File: src/rtl/md_issue_ctrl.sv
// md_issue_ctrl: issue/writeback sequencer for a shared mult/div unit.
// Ports: clock, ctrl_reset_n (async, active-low); req_* issue side and
// req_kill flush; stall back to the pipeline; md_* to/from the multdiv
// unit; wb_* writeback bundle; md_timeout sticky watchdog flag.
// Build option: define MD_TIMEOUT_EN to enable the WAIT watchdog.
module md_issue_ctrl #(
    parameter int RD_W           = 5,
    parameter int TIMEOUT_CYCLES = 64
) (
    input  logic            clock,
    input  logic            ctrl_reset_n,
    input  logic            req_valid,
    input  logic            req_is_div,
    input  logic [31:0]     req_a,
    input  logic [31:0]     req_b,
    input  logic [RD_W-1:0] req_rd,
    input  logic            req_kill,
    output logic            stall,
    output logic [31:0]     md_operandA,
    output logic [31:0]     md_operandB,
    output logic            md_ctrl_MULT,
    output logic            md_ctrl_DIV,
    input  logic [31:0]     md_result,
    input  logic            md_exception,
    input  logic            md_resultRDY,
    output logic            wb_valid,
    output logic [RD_W-1:0] wb_rd,
    output logic [31:0]     wb_data,
    output logic            wb_exception,
    output logic            md_timeout
);

    typedef enum logic [1:0] {
        IDLE  = 2'd0,
        START = 2'd1,
        WAIT  = 2'd2,
        DONE  = 2'd3
    } state_t;

    state_t          state;
    state_t          state_nx;
    logic            accept;
    logic            wb_load;
    logic [31:0]     wb_data_nx;
    logic            wb_exc_nx;
    logic [RD_W-1:0] rd_q;
    logic            is_div_q;
    logic            stall_q;
    logic [31:0]     op_a_q;
    logic [31:0]     op_b_q;
    logic [RD_W-1:0] wb_rd_q;
    logic [31:0]     wb_data_q;
    logic            wb_exc_q;
    logic            fire;

`ifdef MD_TIMEOUT_EN
    localparam int CW = $clog2(TIMEOUT_CYCLES + 1);
    logic [CW-1:0] cnt;
    logic          timeout_q;
`else
    // Watchdog absent: parameter kept only for a uniform interface.
    localparam int unused_timeout_cycles = TIMEOUT_CYCLES;
`endif

    always_comb begin
        state_nx   = state;
        accept     = 1'b0;
        wb_load    = 1'b0;
        wb_data_nx = wb_data_q;
        wb_exc_nx  = wb_exc_q;
        fire       = 1'b0;
        unique case (state)
            IDLE: begin
                if (req_valid && !req_kill) begin
                    accept = 1'b1;
                    if (req_is_div && (req_b == 32'd0)) begin
                        // Divide by zero never reaches the unit.
                        state_nx   = DONE;
                        wb_load    = 1'b1;
                        wb_data_nx = 32'd0;
                        wb_exc_nx  = 1'b1;
                    end else begin
                        state_nx = START;
                    end
                end
            end
            START: begin
                // Ready is ignored here: it may be left over from a prior op.
                state_nx = req_kill ? IDLE : WAIT;
            end
            WAIT: begin
                if (req_kill) begin
                    state_nx = IDLE;
                end else if (md_resultRDY) begin
                    state_nx   = DONE;
                    wb_load    = 1'b1;
                    wb_data_nx = md_result;
                    wb_exc_nx  = md_exception;
                end
`ifdef MD_TIMEOUT_EN
                else if (cnt == CW'(TIMEOUT_CYCLES - 1)) begin
                    state_nx   = DONE;
                    wb_load    = 1'b1;
                    wb_data_nx = 32'd0;
                    wb_exc_nx  = 1'b1;
                    fire       = 1'b1;
                end
`endif
            end
            DONE: begin
                state_nx = IDLE;
            end
            default: begin
                state_nx = IDLE;
            end
        endcase
    end

    always_ff @(posedge clock or negedge ctrl_reset_n) begin
        if (!ctrl_reset_n) begin
            state     <= IDLE;
            stall_q   <= 1'b0;
            op_a_q    <= 32'd0;
            op_b_q    <= 32'd0;
            rd_q      <= '0;
            is_div_q  <= 1'b0;
            wb_rd_q   <= '0;
            wb_data_q <= 32'd0;
            wb_exc_q  <= 1'b0;
        end else begin
            state   <= state_nx;
            stall_q <= (state_nx != IDLE);
            if (accept) begin
                op_a_q   <= req_a;
                op_b_q   <= req_b;
                rd_q     <= req_rd;
                is_div_q <= req_is_div;
            end
            if (wb_load) begin
                // The divide-by-zero path loads in the accept cycle.
                wb_rd_q   <= accept ? req_rd : rd_q;
                wb_data_q <= wb_data_nx;
                wb_exc_q  <= wb_exc_nx;
            end
        end
    end

`ifdef MD_TIMEOUT_EN
    always_ff @(posedge clock or negedge ctrl_reset_n) begin
        if (!ctrl_reset_n) begin
            cnt       <= '0;
            timeout_q <= 1'b0;
        end else begin
            if (state == START) begin
                cnt <= '0;
            end else if (state == WAIT && !req_kill && !md_resultRDY) begin
                cnt <= cnt + 1'b1;
            end
            if (fire) begin
                timeout_q <= 1'b1;
            end
        end
    end

    assign md_timeout = timeout_q;
`else
    assign md_timeout = 1'b0;
`endif

    assign stall        = stall_q;
    assign md_operandA  = op_a_q;
    assign md_operandB  = op_b_q;
    assign md_ctrl_MULT = (state == START) && !is_div_q;
    assign md_ctrl_DIV  = (state == START) && is_div_q;
    assign wb_valid     = (state == DONE) && !req_kill;
    assign wb_rd        = wb_rd_q;
    assign wb_data      = wb_data_q;
    assign wb_exception = wb_exc_q;

endmodule

File: config.mk
export PLATFORM = sky130hd
export DESIGN_NAME = md_issue_ctrl
export DESIGN_NICKNAME = d
export VERILOG_FILES = /design/src/rtl/md_issue_ctrl.sv
export SDC_FILE = /design/constraint.sdc
export NUM_CORES = 1
export LEC_CHECK = 0
export CAP_MARGIN = 20
export CORE_MARGIN = 4
export CORE_UTILIZATION = 35
export CTS_BUF_LIST = sky130_fd_sc_hd__clkbuf_16
export CTS_CLUSTER_SIZE = 28
export DETAILED_ROUTE_END_ITERATION = 7
export PLACE_DENSITY = 0.8
export SETUP_SLACK_MARGIN = 0.1
export SLEW_MARGIN = 15
export SYNTH_ARGS = -nofsm -noshare
export SYNTH_HDL_FRONTEND = slang
export SYNTH_SLANG_ARGS = --single-unit
export TNS_END_PERCENT = 1
File: constraint.sdc
create_clock -name clock -period 2.3 [get_ports clock]
set_input_delay 0.23 -clock clock [delete_from_list [all_inputs] [get_ports clock]]
set_output_delay 0.23 -clock clock [all_outputs]
set_load 0.05 [all_outputs]
==> metrics.txt <==
# TYPE chip_impl_metric gauge
chip_impl_info{name="run_status",value="completed"} 1
chip_impl_info{name="netlist_top_cells_count",value="sky130_fd_sc_hd__dfrtp_1, sky130_fd_sc_hd__mux2_2, sky130_fd_sc_hd__a21o_1, sky130_fd_sc_hd__and3_1, sky130_fd_sc_hd__clkbuf_1"} 1
chip_impl_metric{name="tritoncts_num_sinks",unit=""} 111
chip_impl_info{name="crit_path_start",value="state[1]"} 1
chip_impl_info{name="crit-reg2reg-capture",value="md_operandB[24]"} 1
chip_impl_metric{name="grt_first_pass_wirelength",unit="um"} 18900
chip_impl_metric{name="die_width",unit="um"} 119
chip_impl_metric{name="timing.reg2reg.worst_path_depth",unit=""} 4
chip_impl_metric{name="cts_max_level",unit=""} 3
chip_impl_metric{name="vias_per_cell",unit=""} 4.76
chip_impl_metric{name="cap_violations",unit=""} 0
chip_impl_metric{name="cp.depth",unit=""} 4
chip_impl_metric{name="power.leakage",unit="nW"} 3.32
chip_impl_metric{name="seqCellArea",unit="um2"} 2780
chip_impl_metric{name="grt_remaining_overflow",unit=""} 0
chip_impl_info{name="most_instantiated_flip_flop_cell_in_the_synthesis_netlist",value="sky130_fd_sc_hd__dfrtp_1"} 1
chip_impl_metric{name="placeableCoreArea",unit="um2"} 12100
chip_impl_metric{name="postSynthAreaPerCell",unit="um2"} 14.4
chip_impl_info{name="cp-end-kind",value="flop"} 1
chip_impl_metric{name="layout_worst_path_cycle_share",unit=""} 0.843
chip_impl_info{name="worst_hold_path_type",value="flop to flop"} 1
chip_impl_metric{name="fin_util",unit=""} 0.578
chip_impl_metric{name="clock_insertion_delay_worst_skew",unit="ns"} 0.34
chip_impl_metric{name="n_fill_cell",unit=""} 1004
chip_impl_metric{name="timing.max_slew.rel_slack",unit=""} 0.526
chip_impl_metric{name="post-route-worst-setup-slack",unit="ns"} 0.362
chip_impl_metric{name="syn-num-nets",unit=""} 409
chip_impl_metric{name="critPathRequiredTime",unit="ns"} 2.53
chip_impl_metric{name="total_clock_buffers_created_by_cts",unit=""} 9
chip_impl_metric{name="io_buffers",unit=""} 213
chip_impl_info{name="cts_tree",value="built"} 1
chip_impl_metric{name="drt-total-wl",unit="um"} 12000
chip_impl_metric{name="ys_seq_elements",unit=""} 111
chip_impl_metric{name="cell_area_after_synthesis",unit="um2"} 4350
chip_impl_metric{name="postSynthCellCount",unit=""} 301
chip_impl_metric{name="routabilityCongestion",unit=""} 0.719
chip_impl_metric{name="multi_input_area",unit="um2"} 1470
chip_impl_metric{name="tot_pwr",unit="W"} 0.00688
chip_impl_metric{name="netlist.area_leader.share",unit=""} 0.639
chip_impl_metric{name="final_max_slew_viol_count",unit=""} 0
chip_impl_metric{name="timing.critical_path.arrival",unit="ns"} 2.17
chip_impl_metric{name="final_layout_size_suffix_gt1_frac",unit=""} 0.182
chip_impl_metric{name="placedCellCount",unit=""} 675
chip_impl_info{name="post_synth_main_area_contributors",value="sky130_fd_sc_hd__dfrtp_1, sky130_fd_sc_hd__mux2_2, sky130_fd_sc_hd__a21o_1"} 1
chip_impl_info{name="setup_repair_after_global_routing_missed_its_margin",value="no"} 1
chip_impl_metric{name="first_iter_violations",unit=""} 121
chip_impl_metric{name="timing.final.crit_period",unit="ns"} 1.94
chip_impl_metric{name="area_growth",unit="%"} 60.6
chip_impl_info{name="startpoint_type",value="flop"} 1
chip_impl_metric{name="cts_clk_pin_slew_worst_paths",unit="ns"} 0.06
chip_impl_metric{name="synth_cell_type_count",unit=""} 24
chip_impl_metric{name="max_freq",unit="MHz"} 516
chip_impl_metric{name="ys.warnings.count",unit=""} 0
chip_impl_metric{name="grt_start_max_net_pins",unit=""} 56
chip_impl_metric{name="die_outline_area",unit="um2"} 14300
chip_impl_metric{name="hold_violations",unit=""} 0
chip_impl_info{name="yosys.cell_count.top_type",value="sky130_fd_sc_hd__dfrtp_1"} 1
chip_impl_metric{name="slowest_delay",unit="ns"} 0.45
chip_impl_info{name="worst_path_dominant_cell_family",value="buffers and inverters"} 1
chip_impl_info{name="clk_root_buffer_cell",value="sky130_fd_sc_hd__clkbuf_16"} 1
chip_impl_metric{name="die_y",unit="um"} 119
chip_impl_metric{name="tightestPinTransition",unit="ns"} 0.711
chip_impl_metric{name="final-instance-count-excl-fill",unit=""} 689
chip_impl_metric{name="rows",unit=""} 40
chip_impl_metric{name="min_delay_path_depth",unit=""} 1
chip_impl_metric{name="reg2reg_slack",unit="ns"} 0.36
chip_impl_info{name="synthDominantAreaCellType",value="sky130_fd_sc_hd__dfrtp_1"} 1
chip_impl_metric{name="synth_enable_flop_cells",unit=""} 0
chip_impl_metric{name="start_util",unit=""} 0.360
chip_impl_metric{name="worstPathBufferInverterCount",unit=""} 2
chip_impl_info{name="critical_path.cell_chain",value="nor4b_4 -> buf_4 -> buf_12 -> mux2_2"} 1
chip_impl_metric{name="ir_worst_vdd",unit="V"} 0.000521
chip_impl_metric{name="timing.final.setup_violations",unit=""} 0
chip_impl_metric{name="ys_seq_area_frac",unit=""} 0.639
chip_impl_metric{name="detail-route-antenna-nets",unit=""} 0
chip_impl_metric{name="number_of_global_route_vias_before_repair",unit=""} 3666
chip_impl_metric{name="final_net_count",unit=""} 627
chip_impl_metric{name="worst-path-max-fanout",unit=""} 55
chip_impl_metric{name="drt_first_pass_iters",unit=""} 4
chip_impl_metric{name="grt_util_all_layers",unit=""} 0.168
chip_impl_info{name="r2r_start",value="state[1]"} 1
chip_impl_metric{name="antenna-diode-count",unit=""} 0
chip_impl_metric{name="pin_count",unit=""} 215
chip_impl_metric{name="number_of_buffers_on_the_longest_clock_path",unit=""} 2
chip_impl_metric{name="cts_post_setup_buffers_inserted",unit=""} 0
chip_impl_metric{name="post-route-cell-area",unit="um2"} 6980
chip_impl_metric{name="placed_cell_area",unit="um2"} 6720
chip_impl_info{name="worst-setup-path-type",value="flop to flop"} 1
chip_impl_metric{name="async_flop_share",unit=""} 1.00
chip_impl_info{name="timing.critical_path.to",value="md_operandB[24]"} 1
chip_impl_metric{name="detailedPlacementHpwl",unit="um"} 9090
chip_impl_metric{name="place_ws",unit="ns"} -0.0556
chip_impl_metric{name="drc_errors",unit=""} 0
chip_impl_info{name="critical-path-slowest-cell",value="sky130_fd_sc_hd__dfrtp_1"} 1
chip_impl_metric{name="vias",unit=""} 3281
chip_impl_metric{name="antenna_found_initial",unit=""} 0
chip_impl_metric{name="clock-skew-final",unit="ns"} 0.00443
chip_impl_metric{name="wire_per_inst",unit="um"} 17.4
chip_impl_metric{name="p_per_area",unit="nW/um2"} 987
cells by family (layout without fill, tap and decap cells):
| group | count (synthesis) | count (layout) | synth area share |
|---|---|---|---|
| other | 1 | 1 | 0.000863 |
| buffers and inverters | 21 | 241 | 0.0242 |
| AOI/OAI and AO/OA | 35 | 35 | 0.0587 |
| muxes | 74 | 74 | 0.192 |
| and+or+nand+nor | 59 | 59 | 0.0852 |
| DFF | 111 | 111 | 0.639 |
metrics by stage:
step | setup TNS, ns | hold slack, ns
final | 0 | 0.476
after global routing | 0 | 0.485
after CTS | 0 | 0.480
after detailed placement | -1.07 | 0.333
after global placement | -3.39 | 0.322
after floorplan | 0 | -0.0656
registers in the layout (all words and copies together) (netlist names):
name	count
md_operandA	32
wb_data	32
rd_q	5
stall	1
is_div_q	1
md_operandB	32
wb_exception	1
wb_rd	5
state	2
layer usage:
layer / GRT usage / vias to the layer above / wire length, um / part of all wire
met2: 0.280 / 140 / 5940 / 0.50
met5: 0 / - / 0 / 0
met3: 0.0674 / 25 / 1120 / 0.094
met1: 0.189 / 1614 / 4580 / 0.38
met4: 0.0780 / 0 / 334 / 0.028
li1: - / 1502 / - / -
where the power goes:
part           leakage [nW]  internal, W  switching [W]
clock                 0.120     0.000704       0.000652
combinational          1.82      0.00112        0.00184
sequential             1.38      0.00236       0.000211
total                  3.32      0.00418        0.00270
layout by cell type (no fill, tap or decap), drive strengths merged:
master,count
a21o,32
dfrtp,111
nor4,8
nor2,4
nor2b,1
conb,1
o21ai,1
or2,1
dlygate4sd2,1
nand3b,1
clkdlybuf4s50,209
dlymetal6s2s,1
a21oi,2
nand4,2
clkbuf,9
clkinv,4
buf,13
nand2b,3
nor3b,1
nor4b,1
nand2,2
dlygate4sd3,1
nor3,3
and3,32
inv,3
mux2,74
worst min path at each step:
| stage | from | end | slack, ns |
|---|---|---|---|
| after floorplan | ctrl_reset_n | is_div_q | -0.07 |
| after CTS | wb_data[29] | wb_data[29] | 0.48 |
| final | wb_data[29] | wb_data[29] | 0.48 |
| after detailed placement | ctrl_reset_n | wb_data[16] | 0.33 |
| after global placement | ctrl_reset_n | wb_data[16] | 0.32 |
| after global routing | req_a[27] | md_operandA[27] | 0.48 |
cell type report:
class / count / share of cell area
multi-input cells: 169 / 0.210
flip-flops and latches: 111 / 0.398
repair buffers: 225 / 0.326
clock buffers: 9 / 0.0323
inverters: 3 / 0.00161
well taps: 168 / 0.0301
clock inverters: 4 / 0.00233
timing repair:
item	4_1_cts	5_1_grt
endpoints found under the setup margin	2	1
endpoints found under the hold margin	52	0
hold buffers	1	0
resized for setup	1	1
No activity file was read; power rests on OpenSTA's default activity.
